## config.mk

```make
export PLATFORM = sky130hd
export DESIGN_NAME = parking_button_conditioner_flat
export DESIGN_NICKNAME = d
export VERILOG_FILES = /design/src/rtl/parking_pkg.sv /design/src/rtl/parking_button_conditioner_if.sv /design/src/rtl/button_channel.sv /design/src/rtl/parking_button_conditioner.sv /design/src/flat_wrapper.sv
export SDC_FILE = /design/constraint.sdc
export NUM_CORES = 1
export LEC_CHECK = 0
export ABC_AREA = 1
export CORE_UTILIZATION = 30
export DETAILED_ROUTE_END_ITERATION = 8
export PLACE_DENSITY = 0.46
export SYNTH_ARGS = -nofsm -noshare
export SYNTH_HDL_FRONTEND = slang
export SYNTH_SLANG_ARGS = --single-unit
```

## constraint.sdc

```tcl
create_clock -name clk -period 3.05 [get_ports clk]
set_input_delay 0.305 -clock clk [delete_from_list [all_inputs] [get_ports clk]]
set_output_delay 0.305 -clock clk [all_outputs]
set_load 0.01 [all_outputs]
```

## src/rtl/parking_pkg.sv

```systemverilog
// Shared constants for the parking meter input stage: channel FSM encoding,
// channel index map and default timing values at the meter's 100 Hz tick.
package parking_pkg;

  // Channel FSM state encoding (2-bit, fixed for compatibility with the meter core)
  localparam logic [1:0] ST_IDLE         = 2'd0;
  localparam logic [1:0] ST_PRESS_WAIT   = 2'd1;
  localparam logic [1:0] ST_HELD         = 2'd2;
  localparam logic [1:0] ST_RELEASE_WAIT = 2'd3;

  // Channel index map: add buttons occupy the low indices so that the
  // repeating channels form a contiguous slice
  localparam int NUM_CH  = 6;
  localparam int NUM_ADD = 4;
  localparam int CH_ADD1 = 0;
  localparam int CH_ADD2 = 1;
  localparam int CH_ADD3 = 2;
  localparam int CH_ADD4 = 3;
  localparam int CH_RST1 = 4;
  localparam int CH_RST2 = 5;

  // Default timing, in 10 ms ticks
  localparam int DEF_DB_CYCLES     = 3;
  localparam int DEF_HOLD_CYCLES   = 100;
  localparam int DEF_REPEAT_CYCLES = 50;
  localparam int DEF_CNT_W         = 16;

endpackage

```

## src/rtl/parking_button_conditioner_if.sv

```systemverilog
// Button/pulse bundle between the front panel and the meter core.
// The conditioner sits on the slave side: it receives raw buttons and
// returns clean one-cycle pulses.
interface parking_button_conditioner_if;

  logic btn_add1;
  logic btn_add2;
  logic btn_add3;
  logic btn_add4;
  logic btn_rst1;
  logic btn_rst2;
  logic add1;
  logic add2;
  logic add3;
  logic add4;
  logic rst1;
  logic rst2;

  modport master (
    output btn_add1, btn_add2, btn_add3, btn_add4, btn_rst1, btn_rst2,
    input  add1, add2, add3, add4, rst1, rst2
  );

  modport slave (
    input  btn_add1, btn_add2, btn_add3, btn_add4, btn_rst1, btn_rst2,
    output add1, add2, add3, add4, rst1, rst2
  );

endinterface

```

## src/rtl/button_channel.sv

```systemverilog
// One button channel: 2-flop synchroniser, debounce FSM and hold/repeat
// counter. The pulse output is registered so the top-level arbitration adds
// exactly one more stage of latency.
module button_channel
  import parking_pkg::*;
#(
  parameter int DB_CYCLES     = DEF_DB_CYCLES,
  parameter int HOLD_CYCLES   = DEF_HOLD_CYCLES,
  parameter int REPEAT_CYCLES = DEF_REPEAT_CYCLES,
  parameter int CNT_W         = DEF_CNT_W,
  parameter bit REPEAT_EN     = 1'b1
) (
  input  logic clk,
  input  logic rst,
  input  logic btn,
  output logic pulse
);

  localparam logic [7:0]       DB_T   = 8'(DB_CYCLES);
  localparam logic [CNT_W-1:0] HOLD_T = CNT_W'(HOLD_CYCLES);
  localparam logic [CNT_W-1:0] REP_T  = CNT_W'(REPEAT_CYCLES);

  logic [1:0]       sync_reg;
  logic             s;
  logic [1:0]       state_reg, state_next;
  logic [7:0]       db_cnt_reg, db_cnt_next;
  logic [CNT_W-1:0] hold_reg, hold_next;
  logic             phase_reg, phase_next;   // 0: waiting for first repeat, 1: repeating
  logic             pulse_reg, pulse_next;
  logic [7:0]       db_inc;
  logic [CNT_W-1:0] hold_inc;
  logic [CNT_W-1:0] hold_term;

  assign s     = sync_reg[1];
  assign pulse = pulse_reg;

  // Two-flop synchroniser for the asynchronous raw button
  always_ff @(posedge clk or negedge rst) begin
    if (!rst) sync_reg <= 2'b00;
    else      sync_reg <= {sync_reg[0], btn};
  end

  // Next-state logic: debounce counting, hold/repeat timing and pulse generation
  always_comb begin
    state_next  = state_reg;
    db_cnt_next = db_cnt_reg;
    hold_next   = hold_reg;
    phase_next  = phase_reg;
    pulse_next  = 1'b0;
    db_inc      = db_cnt_reg + 8'd1;
    hold_inc    = hold_reg + CNT_W'(1);
    hold_term   = phase_reg ? REP_T : HOLD_T;
    case (state_reg)
      ST_IDLE: begin
        if (s) begin
          if (DB_T == 8'd1) begin
            // A single sample is enough: accept the press immediately
            state_next  = ST_HELD;
            db_cnt_next = 8'd0;
            hold_next   = '0;
            phase_next  = 1'b0;
            pulse_next  = 1'b1;
          end else begin
            state_next  = ST_PRESS_WAIT;
            db_cnt_next = 8'd1;
          end
        end
      end
      ST_PRESS_WAIT: begin
        if (!s) begin
          state_next  = ST_IDLE;
          db_cnt_next = 8'd0;
        end else if (db_inc == DB_T) begin
          state_next  = ST_HELD;
          db_cnt_next = 8'd0;
          hold_next   = '0;
          phase_next  = 1'b0;
          pulse_next  = 1'b1;
        end else begin
          db_cnt_next = db_inc;
        end
      end
      ST_HELD: begin
        if (!s) begin
          if (DB_T == 8'd1) begin
            state_next  = ST_IDLE;
            db_cnt_next = 8'd0;
          end else begin
            state_next  = ST_RELEASE_WAIT;
            db_cnt_next = 8'd1;
          end
        end else if (hold_reg != hold_term) begin
          // Counter saturates at the terminal value unless a repeat reloads it
          hold_next = hold_inc;
          if (REPEAT_EN && (hold_inc == hold_term)) begin
            hold_next  = '0;
            phase_next = 1'b1;
            pulse_next = 1'b1;
          end
        end
      end
      ST_RELEASE_WAIT: begin
        if (s) begin
          // Bounce during release: resume holding with the repeat phase intact
          state_next  = ST_HELD;
          db_cnt_next = 8'd0;
        end else if (db_inc == DB_T) begin
          state_next  = ST_IDLE;
          db_cnt_next = 8'd0;
        end else begin
          db_cnt_next = db_inc;
        end
      end
      default: begin
        state_next  = ST_IDLE;
        db_cnt_next = 8'd0;
      end
    endcase
  end

  // Channel state, counters and registered pulse
  always_ff @(posedge clk or negedge rst) begin
    if (!rst) begin
      state_reg  <= ST_IDLE;
      db_cnt_reg <= 8'd0;
      hold_reg   <= '0;
      phase_reg  <= 1'b0;
      pulse_reg  <= 1'b0;
    end else begin
      state_reg  <= state_next;
      db_cnt_reg <= db_cnt_next;
      hold_reg   <= hold_next;
      phase_reg  <= phase_next;
      pulse_reg  <= pulse_next;
    end
  end

endmodule

```

## src/rtl/parking_button_conditioner.sv

```systemverilog
// Six conditioned button channels feeding a registered arbitration stage:
// a preset pulse suppresses all add pulses in the same cycle, and rst2 wins
// over rst1. Simultaneous add pulses all pass through.
module parking_button_conditioner
  import parking_pkg::*;
#(
  parameter int DB_CYCLES     = DEF_DB_CYCLES,
  parameter int HOLD_CYCLES   = DEF_HOLD_CYCLES,
  parameter int REPEAT_CYCLES = DEF_REPEAT_CYCLES,
  parameter int CNT_W         = DEF_CNT_W
) (
  input  logic                         clk,
  input  logic                         rst,
  parking_button_conditioner_if.slave  bus
);

  logic [NUM_CH-1:0]  btn_vec;
  logic [NUM_CH-1:0]  pulse_vec;
  logic               preset_any;
  logic [NUM_ADD-1:0] add_reg;
  logic               rst1_reg;
  logic               rst2_reg;

  assign btn_vec[CH_ADD1] = bus.btn_add1;
  assign btn_vec[CH_ADD2] = bus.btn_add2;
  assign btn_vec[CH_ADD3] = bus.btn_add3;
  assign btn_vec[CH_ADD4] = bus.btn_add4;
  assign btn_vec[CH_RST1] = bus.btn_rst1;
  assign btn_vec[CH_RST2] = bus.btn_rst2;

  // Add channels (low indices) auto-repeat; preset channels do not
  generate
    for (genvar gi = 0; gi < NUM_CH; gi++) begin : g_ch
      button_channel #(
        .DB_CYCLES     (DB_CYCLES),
        .HOLD_CYCLES   (HOLD_CYCLES),
        .REPEAT_CYCLES (REPEAT_CYCLES),
        .CNT_W         (CNT_W),
        .REPEAT_EN     (gi < NUM_ADD)
      ) u_ch (
        .clk   (clk),
        .rst   (rst),
        .btn   (btn_vec[gi]),
        .pulse (pulse_vec[gi])
      );
    end
  endgenerate

  assign preset_any = pulse_vec[CH_RST1] | pulse_vec[CH_RST2];

  // Registered arbitration: presets drop same-cycle adds, rst2 beats rst1
  always_ff @(posedge clk or negedge rst) begin
    if (!rst) begin
      add_reg  <= '0;
      rst1_reg <= 1'b0;
      rst2_reg <= 1'b0;
    end else begin
      add_reg  <= pulse_vec[NUM_ADD-1:0] & {NUM_ADD{~preset_any}};
      rst1_reg <= pulse_vec[CH_RST1] & ~pulse_vec[CH_RST2];
      rst2_reg <= pulse_vec[CH_RST2];
    end
  end

  assign bus.add1 = add_reg[CH_ADD1];
  assign bus.add2 = add_reg[CH_ADD2];
  assign bus.add3 = add_reg[CH_ADD3];
  assign bus.add4 = add_reg[CH_ADD4];
  assign bus.rst1 = rst1_reg;
  assign bus.rst2 = rst2_reg;

endmodule

```

## src/flat_wrapper.sv

```systemverilog
// flat-port wrapper written by rule: the top's interface ports become plain ports
module parking_button_conditioner_flat import parking_pkg::*;
#(
  parameter int DB_CYCLES     = DEF_DB_CYCLES,
  parameter int HOLD_CYCLES   = DEF_HOLD_CYCLES,
  parameter int REPEAT_CYCLES = DEF_REPEAT_CYCLES,
  parameter int CNT_W         = DEF_CNT_W
)
  (clk, rst, bus_btn_add1, bus_btn_add2, bus_btn_add3, bus_btn_add4, bus_btn_rst1, bus_btn_rst2, bus_add1, bus_add2, bus_add3, bus_add4, bus_rst1, bus_rst2);
  parking_button_conditioner_if bus_i ();
  input  logic clk;
  input  logic rst;
  input wire logic [$bits(bus_i.btn_add1)-1:0] bus_btn_add1;
  input wire logic [$bits(bus_i.btn_add2)-1:0] bus_btn_add2;
  input wire logic [$bits(bus_i.btn_add3)-1:0] bus_btn_add3;
  input wire logic [$bits(bus_i.btn_add4)-1:0] bus_btn_add4;
  input wire logic [$bits(bus_i.btn_rst1)-1:0] bus_btn_rst1;
  input wire logic [$bits(bus_i.btn_rst2)-1:0] bus_btn_rst2;
  output wire logic [$bits(bus_i.add1)-1:0] bus_add1;
  output wire logic [$bits(bus_i.add2)-1:0] bus_add2;
  output wire logic [$bits(bus_i.add3)-1:0] bus_add3;
  output wire logic [$bits(bus_i.add4)-1:0] bus_add4;
  output wire logic [$bits(bus_i.rst1)-1:0] bus_rst1;
  output wire logic [$bits(bus_i.rst2)-1:0] bus_rst2;
  assign bus_i.btn_add1 = bus_btn_add1;
  assign bus_i.btn_add2 = bus_btn_add2;
  assign bus_i.btn_add3 = bus_btn_add3;
  assign bus_i.btn_add4 = bus_btn_add4;
  assign bus_i.btn_rst1 = bus_btn_rst1;
  assign bus_i.btn_rst2 = bus_btn_rst2;
  assign bus_add1 = bus_i.add1;
  assign bus_add2 = bus_i.add2;
  assign bus_add3 = bus_i.add3;
  assign bus_add4 = bus_i.add4;
  assign bus_rst1 = bus_i.rst1;
  assign bus_rst2 = bus_i.rst2;
  parking_button_conditioner #(.DB_CYCLES(DB_CYCLES), .HOLD_CYCLES(HOLD_CYCLES), .REPEAT_CYCLES(REPEAT_CYCLES), .CNT_W(CNT_W)) u_core (.clk(clk), .rst(rst), .bus(bus_i));
endmodule
```

==> qor.txt, run 1 <==
status = finished clean
flop2flop setup slack = 0.54 ns
FF/Latch Area = 0.003804 mm2
RSZ-0062 raised after global routing = false
detailed placement HPWL = 18,400 um
Final ANT Viol Nets = 0
Hold Fails Final Rpt = 0
clock sink count = 152
Synth cell types = 40
total gr overflow = 0
skew final = 0.009810 ns
Leak = 5.162 nW
Setup CP Type = flop to flop
vias post-DR = 9,093
post-CTS sizing = 0
Nets = 1,541
setup violators final = 0
EDFF count, synth = 0
Worst-path clk slew = 0.06 ns
worst min path class = input pin to flop
Post-synth top cells = nand2_1 (432), inv_1 (181), nor2_1 (177)
Seq/Total Area, Yosys = 37.34%
Syn Inst Count = 1,479
Placer Congestion = 0.8573
# H-tree levels = 4
deepest clock path buffer count = 2
antenna violations before repair = 0
Crit. End Element = flop
top-area cell type share of the netlist area = 37.34%
Crit path required time = 3.40 ns
Worst-Margin Slew = 0.6684 ns
GR Util All Layers = 15.39%
Mapped Nets = 1,519
Die Area = 0.03469 mm2
DRT Wirelength = 25,000 um
max-cap viol count = 0
Multi-input gate area = 0.005483 mm2
max reg flops = 64
peak supply drop = 0.3732 mV
CTS tree = done
worst skew pair latency = 0.43 ns
Synth Area per Inst = 6.887 um2
vias in the first global route = 8,799
Rows = 67
Die Y = 186.3 um
first-pass GRT wire length = 42,950 um
PwrDens = 631.8 mW/mm2
Primary FF master, synth = dfrtp_1
DR vias/cell = 4.635
TritonCTS Buffers = 17
max-slew violations = 0
ranking of synthesized cells by area = dfrtp_1 (37%), nand2_1 (16%), nand3_1 (7.2%), inv_1 (6.7%), nor2_1 (6.5%)
CP Max Fanout = 12
Util after Layout = 34.31%
final period utilization = 82.30%
layout cells sized above 1 = 7.860%
Rel. slew slack = 54.97%
diode count = 0
total core area = 0.03345 mm2
YS warnings = 0
most numerous cell in the Yosys netlist = nand2_1
post-synthesis register bit count = 152
FMAX = 0.3984 GHz
cell area after synthesis = 0.01019 mm2
CTS Hold Bufs = 1
Filler cells = 3,552
Area Overhead vs Synth = 12.65%
arrival time of the worst setup path = 2.86 ns
DRC Markers = 0
crit start category = flop
setup bufs post-CTS = 0
Initial DRC Count = 635
die span in x = 186.3 um
I/O pin count = 14
IO buf count = 13
Post-Route Setup TNS = 0 ns
root buf cell = clkbuf_16
Initial Util = 30.45%
1st-pass router iterations = 5
Yosys top cell by area = dfrtp_1
Min Hold Slack = 0.3123 ns
Post-synth ARST share = 100.0%
routed len/inst = 12.74 um
pin count of the biggest net entering global routing = 61
Min Clock Period, post-route = 2.510 ns
==> final timing paths <==
kind	cells after the start	to	start
setup / recovery	11	u_core.g_ch[1].u_ch.db_cnt_reg[5]	u_core.g_ch[1].u_ch.state_reg[0]
min in group asynchronous	2	u_core.g_ch[3].u_ch.hold_reg[4]	rst
hold / removal	1	u_core.g_ch[2].u_ch.sync_reg[0]	bus_btn_add3
setup reg to reg	11	u_core.g_ch[1].u_ch.db_cnt_reg[5]	u_core.g_ch[1].u_ch.state_reg[0]
max in group asynchronous	3	u_core.g_ch[0].u_ch.phase_reg	rst
hold reg to reg	0	u_core.g_ch[3].u_ch.sync_reg[1]	u_core.g_ch[3].u_ch.sync_reg[0]
==> worst max-delay path, cell delays in order, from the launching register on <==
cell and delay (ns):
dfrtp_1 0.38, inv_1 0.10, ha_1 0.21, buf_4 0.18, inv_1 0.33, nand2_1 0.08, o21ai_0 0.26, inv_1 0.25
nor2_1 0.27, nand2_1 0.14, a21oi_1 0.12, o21bai_1 0.11
==> cell usage in the layout (no fill, tap or decap), types with 3 or more instances in the layout <==
cell,instances
a21boi_1,6
a21oi_1,21
a22o_1,3
buf_4,11
bufinv_16,5
clkbuf_16,17
clkdlybuf4s50_1,12
clkinv_2,4
clkinvlp_4,3
dfrtp_1,152
ha_1,32
inv_1,181
inv_2,15
nand2_1,432
nand2_2,18
nand3_1,147
nand3_2,7
nand3b_1,3
nand4_1,43
nor2_1,177
nor2_2,14
nor2_4,10
nor3_1,28
o21ai_0,50
o21ai_1,42
o21ai_2,3
o21bai_1,3
o22ai_1,19
o31ai_1,6
or2_2,3
xnor2_1,6
xor2_1,19
==> cell type report <==
type                            count  area share (%)
Inverter                          197           6.444
Timing Repair Buffer               26           2.126
Multi-Input combinational cell   1107           47.78
Sequential cell                   152           33.15
Clock inverter                     13           1.756
Clock buffer                       19           3.860
Tap cell                          448           4.885
==> stage by stage <==
| stage | worst slack [ns] | cells | power [mW] | area (um2) |
|---|---|---|---|---|
| global route | 0.2615 | 1962 | 7.804 | 11470 |
| global placement | 0.6494 | 1929 | 4.972 | 10820 |
| CTS | 0.5151 | 1962 | 7.375 | 11470 |
| floorplan | 1.244 | 1479 | 4.373 | 10190 |
| finish | 0.5399 | 1962 | 7.249 | 11470 |
| detailed placement | 0.5642 | 1929 | 4.965 | 10820 |
==> report_power, final <==
part	internal [mW]	switching, mW
Sequential	2.28	0.273
Combinational	0.745	1.61
Clock	1.47	0.872
Total	4.49	2.76
==> routing by layer <==
layer	vias up	GRT usage [%]	wire [um]
met1	4171	20.93	12730
met5	-	0	0
met3	10	2.940	656
met2	104	25.09	11420
met4	0	3.639	201
li1	4808	-	-
==> cell families after synthesis <==
logic type	count (synthesis)	synth area share, %
adders and majority gates	32	3.931
and+or+nand+nor	886	38.46
muxes	2	0.1965
buffers and inverters	220	8.832
xor gates and xnor gates	26	2.309
DFF	152	37.34
AOI/OAI and AO/OA	161	8.930
Power figures use the tool's default switching activity.
==> run 2: changes to the inputs <==
==> constraint.sdc (replaced) <==
create_clock -name clk -period 2.65 [get_ports clk]
set_input_delay 0.265 -clock clk [delete_from_list [all_inputs] [get_ports clk]]
set_output_delay 0.265 -clock clk [all_outputs]
set_load 0.01 [all_outputs]
==> qor.txt, run 2 (synthesized netlist as in run 1, its figures left out) <==
worst min-delay path startpoint = bus_btn_add3
worst hold endpoint = u_core.g_ch[2].u_ch.sync_reg[0]
commonest non-fill, non-tap cell in the layout = nand2_1
combinational share of power = 33.5% (+1.0 points)
Crit path required time = 3.01 ns (-0.39 ns)
Initial Util = 30.45% (unchanged)
diode count = 0 (unchanged)
CP max stage delay = 0.41 ns (+0.03 ns)
skew final = 0.009075 ns (-0.0007349 ns)
CP max-delay cell = dfrtp_1
DR vias/cell = 4.690 (+1.2%)
total gr overflow = 0 (unchanged)
PwrDens = 713.0 mW/mm2 (+13%)
CP Launch Point = u_core.g_ch[1].u_ch.db_cnt_reg[0]
setup violators final = 0 (unchanged)
Leak = 5.156 nW (-0.10%)
Worst-path clk slew = 0.07 ns (about the same)
vias post-DR = 9,216 (+1.4%)
die span in x = 186.3 um (unchanged)
Reg power frac = 35.9% (+0.7 points)
max reg flops = 64 (unchanged)
Initial DRC Count = 515 (-19%)
arrival time of the worst setup path = 2.57 ns (-0.29 ns)
root buf cell = clkbuf_16
I/O pin count = 14 (unchanged)
max-slew violations = 0 (unchanged)
deepest clock path buffer count = 2 (unchanged)
Hold Fails Final Rpt = 0 (unchanged)
Clock Power Share = 30.6% (-1.7 points)
FMAX = 0.4532 GHz (+14%)
Setup CP Type = flop to flop
Min Clock Period, post-route = 2.206 ns (-0.3036 ns)
Sw Share = 40.81% (+2.8 points)
crit start category = flop
layout cells sized above 1 = 8.108% (+0.25 points)
worst r2r src = u_core.g_ch[1].u_ch.db_cnt_reg[0]
reg2reg end = u_core.g_ch[1].u_ch.phase_reg
routed len/inst = 12.73 um (-0.14%)
Worst path depth = 13 (+2)
Worst-Margin Slew = 0.8301 ns (+0.1617 ns)
top cell family by delay on the critical path = simple AND/OR/NAND/NOR gates
Rel. slew slack = 44.08% (-11 points)
pin count of the biggest net entering global routing = 62 (+1.6%)
DRT Wirelength = 25,010 um (about the same)
clock sink count = 152 (unchanged)
final period utilization = 83.26% (+0.97 points)
Cells on Worst Hold Path = 1 (unchanged)
peak supply drop = 0.4605 mV (+23%)
first-pass GRT wire length = 43,090 um (+0.34%)
1st-pass router iterations = 6 (+1)
IO buf count = 13 (unchanged)
Switch Pwr = 3.332 mW (+21%)
Die Area = 0.03469 mm2 (unchanged)
DRC Markers = 0 (unchanged)
Final ANT Viol Nets = 0 (unchanged)
Nets = 1,544 (+0.19%)
total core area = 0.03345 mm2 (unchanged)
Crit path top cell by count = nand2_1
Post-Route Setup TNS = 0 ns (unchanged)
Crit. End Element = flop
CP Max Fanout = 16 (+4)
Buf/Inv on CP = 0 (-4)
critical-path cell list = ha_1, nand3_1, nor2_1, nand2_1, nand2_1, nand2_1, nor2_1, nand2_1, nand2_1, nand2_2, nor2_4, nand2_1, a21boi_1
CTS tree = done
Area Overhead vs Synth = 12.41%
flop2flop setup slack = 0.44 ns (-0.10 ns)
total power draw = 8.164 mW (+13%)
cell internal pwr = 4.832 mW (+7.6%)
antenna violations before repair = 0 (unchanged)
GR Util All Layers = 15.52% (+0.13 points)
RSZ-0062 raised after global routing = false
Die Y = 186.3 um (unchanged)
max-cap viol count = 0 (unchanged)
vias in the first global route = 8,861 (+0.70%)
detailed placement HPWL = 18,410 um (about the same)
Rows = 67 (unchanged)
status = finished clean
TritonCTS Buffers = 17 (unchanged)
Placer Congestion = 0.8525 (-0.56%)
Worst R2R Path Depth = 13 (+2)
most frequent cells in the layout = nand2_1 (432), inv_1 (181), nor2_1 (177)
worst min path class = input pin to flop
worst skew pair latency = 0.44 ns (about the same)
# H-tree levels = 4 (unchanged)
## run 2: cell types whose count changed in the layout (fill, tap and decap cells not counted), sizes merged
| cell | before | now |
|---|---|---|
| inv | 196 | 204 |
| bufinv | 5 | 1 |
| clkinv | 6 | 5 |
| clkinvlp | 3 | 2 |
| clkbuf | 19 | 17 |
| buf | 13 | 16 |
## run 2: cell type report
cell class	instances	area [um2]
Inverter	197	739.5
Tap cell	448	560.5
Sequential cell	152	3804
Timing Repair Buffer	29	279.0
Clock buffer	17	425.4
Multi-Input combinational cell	1107	5483
Clock inverter	15	158.9
Fill cell	3539	22000
## run 2: what timing repair did
| action | 4_1_cts | 5_1_grt |
|---|---|---|
| endpoints found under the hold margin | 57 | 0 |
| setup buffers | 0 | 0 |
| gates resized for setup | 0 | 0 |
| hold buffers | 1 | 0 |
## run 2: worst max path at each step
stage / endpoint / slack [ns]
after floorplan: u_core.g_ch[3].u_ch.hold_reg[2] / 0.84
final: u_core.g_ch[1].u_ch.phase_reg / 0.44
after global placement: u_core.g_ch[2].u_ch.hold_reg[2] / 0.50
after global routing: u_core.g_ch[2].u_ch.hold_reg[13] / 0.21
after detailed placement: u_core.g_ch[1].u_ch.phase_reg / 0.46
after CTS: u_core.g_ch[1].u_ch.phase_reg / 0.42
## run 2: metal layers
layer / global-route usage, % / share of wire [%] / up-vias
met4: 4.984 / 1.7 / 0
li1: - / - / 4828
met3: 3.018 / 3.0 / 29
met5: 0 / 0 / -
met2: 24.72 / 45 / 127
met1: 21.08 / 50 / 4232
## run 2: power by group through the flow
stage                     Clock (mW)  Combinational [mW]  Sequential, mW
after floorplan                    0                2.13            2.90
after global placement             0                2.77            2.96
after detailed placement           0                2.76            2.97
after CTS                       2.61                2.78            2.93
after global routing            2.69                3.16            2.97
final                           2.50                2.73            2.93
## run 2: per-stage QoR
step / hold slack, ns / util, % / setup WS (ns) / instances / cell area [um2]
after floorplan: -0.03059 / - / 0.8437 / 1479 / 10190
after detailed placement: 0.3180 / 32.45 / 0.4583 / 1932 / 10860
after global placement: 0.3112 / 32.45 / 0.5020 / 1932 / 10860
after CTS: 0.2285 / 34.23 / 0.4225 / 1965 / 11450
final: 0.2555 / 34.23 / 0.4435 / 1965 / 11450
after global routing: 0.2371 / 34.23 / 0.2142 / 1965 / 11450
